[config.mk]
export PLATFORM = sky130hd
export DESIGN_NAME = soc_system_pio_status_in
export DESIGN_NICKNAME = d
export VERILOG_FILES = /design/src/rtl/soc_system_pio_status_in.sv
export SDC_FILE = /design/constraint.sdc
export NUM_CORES = 1
export LEC_CHECK = 0
export CAP_MARGIN = 30
export CORE_MARGIN = 3
export CORE_UTILIZATION = 50
export DETAILED_ROUTE_END_ITERATION = 8
export DONT_BUFFER_PORTS = 1
export SETUP_SLACK_MARGIN = 0.5
export SYNTH_ARGS = -nofsm -noshare
export SYNTH_HDL_FRONTEND = slang
export SYNTH_SLANG_ARGS = --single-unit
[constraint.sdc]
create_clock -name clk -period 1.2 [get_ports clk]
set_input_delay 0.12 -clock clk [delete_from_list [all_inputs] [get_ports clk]]
set_output_delay 0.12 -clock clk [all_outputs]
set_load 0.01 [all_outputs]
[src/rtl/soc_system_pio_status_in.sv]
// Avalon-MM input PIO: synchronizes a fabric status bus, captures per-bit edges into a
// write-1-to-clear register and raises a level interrupt for unmasked captured edges.
module soc_system_pio_status_in #(
  parameter int unsigned      WIDTH       = 19,
  parameter int unsigned      EDGE_TYPE   = 0,
  parameter logic [WIDTH-1:0] RESET_VALUE = '0
) (
  input  logic             clk,
  input  logic             reset_n,
  input  logic [1:0]       address,
  input  logic             chipselect,
  input  logic             write_n,
  input  logic [31:0]      writedata,
  input  logic [WIDTH-1:0] in_port,
  output logic [31:0]      readdata,
  output logic             irq
);

  localparam logic [1:0] AddrData    = 2'd0;
  localparam logic [1:0] AddrIrqMask = 2'd2;
  localparam logic [1:0] AddrEdgeCap = 2'd3;

  logic [WIDTH-1:0] sync1_q, sync1_d;
  logic [WIDTH-1:0] sync2_q, sync2_d;
  logic [WIDTH-1:0] prev_q, prev_d;
  logic [WIDTH-1:0] mask_q, mask_d;
  logic [WIDTH-1:0] cap_q, cap_d;
  logic [31:0]      readdata_q, readdata_d;

  logic [WIDTH-1:0] rise, fall, edge_det, clr;
  logic             wr_en;

  // Upper write-data bits have no storage when the bus is narrower than the word.
  if (WIDTH < 32) begin : g_unused_wdata
    logic unused_wdata;
    assign unused_wdata = ^writedata[31:WIDTH];
  end

  assign wr_en = chipselect && !write_n;

  // Edge detection on the synchronized bus, mode fixed at elaboration.
  always_comb begin
    rise = sync2_q & ~prev_q;
    fall = ~sync2_q & prev_q;
    edge_det = '0;
    case (EDGE_TYPE)
      0:       edge_det = rise;
      1:       edge_det = fall;
      default: edge_det = rise | fall;
    endcase
  end

  // Next-state for synchronizer, mask, capture and the registered read mux.
  always_comb begin
    sync1_d = in_port;
    sync2_d = sync1_q;
    prev_d  = sync2_q;

    mask_d = mask_q;
    if (wr_en && address == AddrIrqMask) begin
      mask_d = writedata[WIDTH-1:0];
    end

    clr = '0;
    if (wr_en && address == AddrEdgeCap) begin
      clr = writedata[WIDTH-1:0];
    end
    // A new edge overrides a same-cycle clear so no event is lost.
    cap_d = edge_det | (cap_q & ~clr);

    readdata_d = '0;
    case (address)
      AddrData:    readdata_d[WIDTH-1:0] = sync2_q;
      AddrIrqMask: readdata_d[WIDTH-1:0] = mask_q;
      AddrEdgeCap: readdata_d[WIDTH-1:0] = cap_q;
      default:     readdata_d = '0;
    endcase
  end

  // State registers with asynchronous active-low reset.
  always_ff @(posedge clk or negedge reset_n) begin
    if (!reset_n) begin
      sync1_q    <= RESET_VALUE;
      sync2_q    <= RESET_VALUE;
      prev_q     <= RESET_VALUE;
      mask_q     <= '0;
      cap_q      <= '0;
      readdata_q <= '0;
    end else begin
      sync1_q    <= sync1_d;
      sync2_q    <= sync2_d;
      prev_q     <= prev_d;
      mask_q     <= mask_d;
      cap_q      <= cap_d;
      readdata_q <= readdata_d;
    end
  end

  assign readdata = readdata_q;
  // Built only from flops so the interrupt line cannot glitch.
  assign irq      = |(cap_q & mask_q);

endmodule

Word-level counts from Yosys, hierarchy flattened. Index checks and enable logic that the tools add are counted.

Bitwise operators: 6. Reduce and logical (&&, ||, !) cells: 6. Equal/unequal tests: 2. Mux-type cells: 2.

Operators by type and width (number): 19-bit bitwise AND (3); 19-bit one-hot mux with 3 select lines (1); 19-bit inverter (2); 19-bit 2-to-1 mux (1); 19-bit bitwise OR (1); 19-bit OR reduction (1); 2-bit == test (second input constant) (2); 1-bit logical AND (3); 2-bit logical NOT (1); 1-bit logical NOT (1).

Output and inout bits: 33. Register bits after elaboration: 114. Word-level logic and storage cells: 22.

Depth between registers and ports, before layout.
Word-level depth: 7. Mapped depth: 6. Gate-level depth less buffers: 4.

Worst setup path after synthesis. No wires, ideal clock.

Path type: in2reg. From: input port write_n. To: register mask_q[10]. Path buffers: 2. Data arrival time: 0.977 ns. Stages: 4. Setup slack: 0.098 ns. Required time: 1.075 ns. Cell sequence: and4bb_1 buf_6 buf_6 mux2_4.

Word-level cells in the longest chain between the ends: 3.

Ends and longest elaborated chain: start: declaration (RTL line 12) `input logic write_n,`; 1-bit logical NOT (RTL line 39) `assign wr_en = chipselect && !write_n;`; 1-bit logical AND (RTL line 39); 1-bit logical AND (RTL line 60) `if (wr_en && address == AddrIrqMask) begin`; end signal: assignment (RTL line 93) `mask_q <= mask_d;`; end: declaration (RTL line 26) `logic [WIDTH-1:0] mask_q, mask_d;`.

No other way between the ends. A chain may end at the register's enable or synchronous reset.

Final worst setup path.
From: register cap_q[2]. To: output port irq.

Word-level cells in the longest chain between the ends: 2.

Ends and longest elaborated chain: start: declaration (RTL line 27) `logic [WIDTH-1:0] cap_q, cap_d;`; start signal: assignment (RTL line 94) `cap_q <= cap_d;`; 19-bit bitwise AND (RTL line 101) `assign irq = |(cap_q & mask_q);`; 19-bit OR reduction (RTL line 101); end: declaration (RTL line 16) `output logic irq`.

No other way between the ends.

==> key figures <==
Die
  – Die Span Y: between 90 and 100 um
  – Die Area: 0.009251 sq mm
  – Core Region: around 0.0078 sq mm
  – Starting Density: 0.5208
  – # IOs: 90
  – Rows: 32
  – Die X: 96.18 um

Final layout
  – Fin cells: between 400 and 500
  – Antenna cells: 0
  – Layout cells sized above 1: 0.2185
  – Layout area overhead: 32.62%
  – Nets: ~430

Clock network
  – Maximum root-to-sink buffer count: 2
  – Worst-path clk slew: around 50 ps
  – # clock sinks: about 110
  – CTS H-tree lvls: 4
  – Root Driver: clkbuf_8
  – Clock latency at the later pin of the worst-skew pair: 500 ps
  – TritonCTS clock tree: yes
  – Num CTS Buffers: 17
  – Hold buffers post-CTS: 39

STA
  – Worst setup margin: -442.3 ps
  – Post-layout minimum cycle time: 1642 ps
  – Post-route setup TNS: -442.3 ps
  – Fin crit share: 1.369
  – Unrepaired setup endpoints after global routing: yes
  – Max Freq: roughly 0.6 GHz
  – Max Slew Vio Count: 0
  – Setup Skew: approximately 7.9 ps
  – Hold slack final: -684.2 ps
  – Final setup violation count: 1
  – Final hold violation count: between 100 and 150

Synth
  – Main area contributors after synthesis: dfrtp_1 70%, nand2_1 5.5%, mux2i_1 4.7%
  – Synth Warn #: 0
  – Seq/Total Area, Yosys: 0.7015
  – Number of library cell types mapped by synthesis: 19
  – Mapped cell area: around 0.0041 sq mm
  – Syn Inst Count: approximately 310
  – Seq cells post-synth: 114
  – EDFF count, synth: 0
  – Ys async rst share: 1.000
  – Most frequent cell after synthesis: dfrtp_1
  – Post-synth top area cell: dfrtp_1
  – Ys flop type: dfrtp_1
  – Area fraction of the dominant cell type after synthesis: 0.7015
  – Mean post-synth cell area: between 10 and 15 sq um
  – Most frequent cells after synthesis: 114 x dfrtp_1, 60 x nand2_1, 38 x o21ai_0

Pwr
  – Share of total power in the clock network: 0.502
  – NetSw: roughly 2.2 mW
  – Max VDD drop: around 1.0 mV
  – Sequential power share: 0.415
  – Internal Power: 8.582 mW
  – Sw Share: 0.2054
  – Leakage: between 2 and 3 nW
  – Comb power frac: 0.083
  – Pwr/cell area: roughly 2000 mW/mm^2
  – Pwr Total: about 11 mW

Worst setup path
  – Reg2Reg Depth: 3
  – Setup Crit Path Kind: flop to output pin
  – Worst path required time: around 1100 ps
  – Reg-to-Reg End: readdata[8]$_DFF_PN0_
  – Worst setup EP type: output pin
  – Reg-to-reg startpoint: mask_q[8]$_DFFE_PN0P_
  – CP peak stage delay: between 300 and 400 ps
  – Crit-path max FO: 2
  – Crit path from: cap_q[2]$_DFF_PN0_
  – R2R Setup Slk: 270 ps
  – CP Launch Type: flop
  – Critical Path End: irq
  – Worst Path Arrival: roughly 1500 ps
  – CP cell instances: a22oi_2 > nand4_1 > nor3_2 > nand2_1
  – Cell at the slowest stage of the critical path: dfrtp_1

Global route
  – Grt total ovfl: 0
  – GRT met2 Usage: 0.3174
  – Vias in the first global route: 2613
  – Antenna violations before repair: 0
  – M3 GR Usage: 0.06020
  – First-pass GRT wire length: 12.74 mm
  – Largest net degree at the start of global routing: roughly 120
  – Grt met1 use: 0.2256
  – Total global-route track usage: 0.1903
  – Most Used Layer, Global Route: met2

Route
  – Post-DRT Antenna Nets: 0
  – DR iter-0 viols: roughly 120
  – Via count: about 2400
  – WL/cell: around 16 um
  – WL final: roughly 8 mm
  – 1st-pass router iterations: 5
  – Vias per std cell: approximately 5
  – Drt drc: 0

Place
  – I/O Buffers: 0
  – Dpl hpwl: 4.664 mm
  – Final Wtd Congestion: about 0.73
  – Cell total after placement: ~400

Status
  – Failing checks: negative hold slack, negative setup slack
  – Status: complete, but fails checks

Run
  – Max Cap Viol: 0

Worst hold path
  – Hold crit path type: primary input to asynchronous set/reset pin
[repair_timing]
| action | 4_1_cts | 5_1_grt |
|---|---|---|
| pin swaps | 3 | 3 |
| setup buffers | 3 | 6 |
| setup endpoints to repair | 60 | 61 |
| endpoints found under the hold margin | 190 | 133 |
| resized for setup | 19 | 16 |
[worst min-delay path by stage]
stage,startpoint,to,slack (ps),depth (start not counted)
after floorplan,reset_n,cap_q[0]$_DFF_PN0_,-180,0
after CTS,reset_n,sync1_q[4]$_DFF_PN0_,-700,0
final,reset_n,readdata[6]$_DFF_PN0_,-680,0
after global routing,reset_n,sync1_q[4]$_DFF_PN0_,-710,0
after global placement,reset_n,readdata[6]$_DFF_PN0_,-170,0
after detailed placement,reset_n,prev_q[6]$_DFF_PN0_,-170,0
[logic make-up (layout without fill, tap and decap cells)]
family / after synthesis / in the layout / synth area share
flops: 114 / 114 / 0.7015
other cells: 1 / 13 / 0.0009222
buf+inv: 42 / 112 / 0.05969
simple gates: 65 / 65 / 0.06523
mux: 38 / 38 / 0.1086
compound gates: 47 / 47 / 0.06400
[placed cells by master, fill, tap and decap left out, drive strengths merged]
cell type / instances
and2: 1
mux2: 19
a22oi: 8
o21ai: 38
buf: 23
mux2i: 19
inv: 20
dfrtp: 114
a222oi: 1
nand2: 60
and4b: 1
conb: 13
dlygate4sd3: 38
bufinv: 5
clkinv: 3
clkbuf: 23
and4bb: 1
nor3: 1
nand4: 1
[critical path: cells and delay by family, from the launching register on]
kind            cells  cell delay [ps]
simple gates        3              430
flops               1              380
compound gates      1              210
[per-stage QoR]
stage	cell area [sq um]	utilization	worst slack (ps)
floorplan	4156	-	111.7
global placement	4168	0.5338	-3.445
detailed placement	4168	0.5338	-14.91
CTS	5308	0.6798	-489.6
global route	5393	0.6907	-517.3
finish	5393	0.6907	-442.3
[registers in the layout (all words and copies together), names as in the netlist]
register,count
sync1_q,19
cap_q,19
prev_q,19
mask_q,19
prev_d,19
readdata,19
[cell type report]
cell class                      instances  area (sq um)
Clock buffer                           23         476.7
Clock inverter                          9         173.9
Fill cell                             550          2415
Inverter                               19         71.32
Multi-Input combinational cell        163          1102
Sequential cell                       114          2853
Tap cell                              102         127.6
Timing Repair Buffer                   61         588.1
[power by group through the flow]
stage          Clock, mW  Combinational, mW  Sequential, mW
3_3_place_gp           0              0.570            4.50
4_1_cts             5.50              0.806            4.48
2_1_floorplan          0              0.514            4.45
3_5_place_dp           0              0.590            4.52
5_1_grt             5.68              0.979            4.53
6_report            5.42              0.900            4.48
[layer usage]
layer  part of all wire  up-vias
li1                   -     1133
met1               0.42     1236
met2               0.52       62
met3              0.047        8
met4              0.012        0
met5                  0        -
Note: power is estimated with default switching activity, not from simulation.
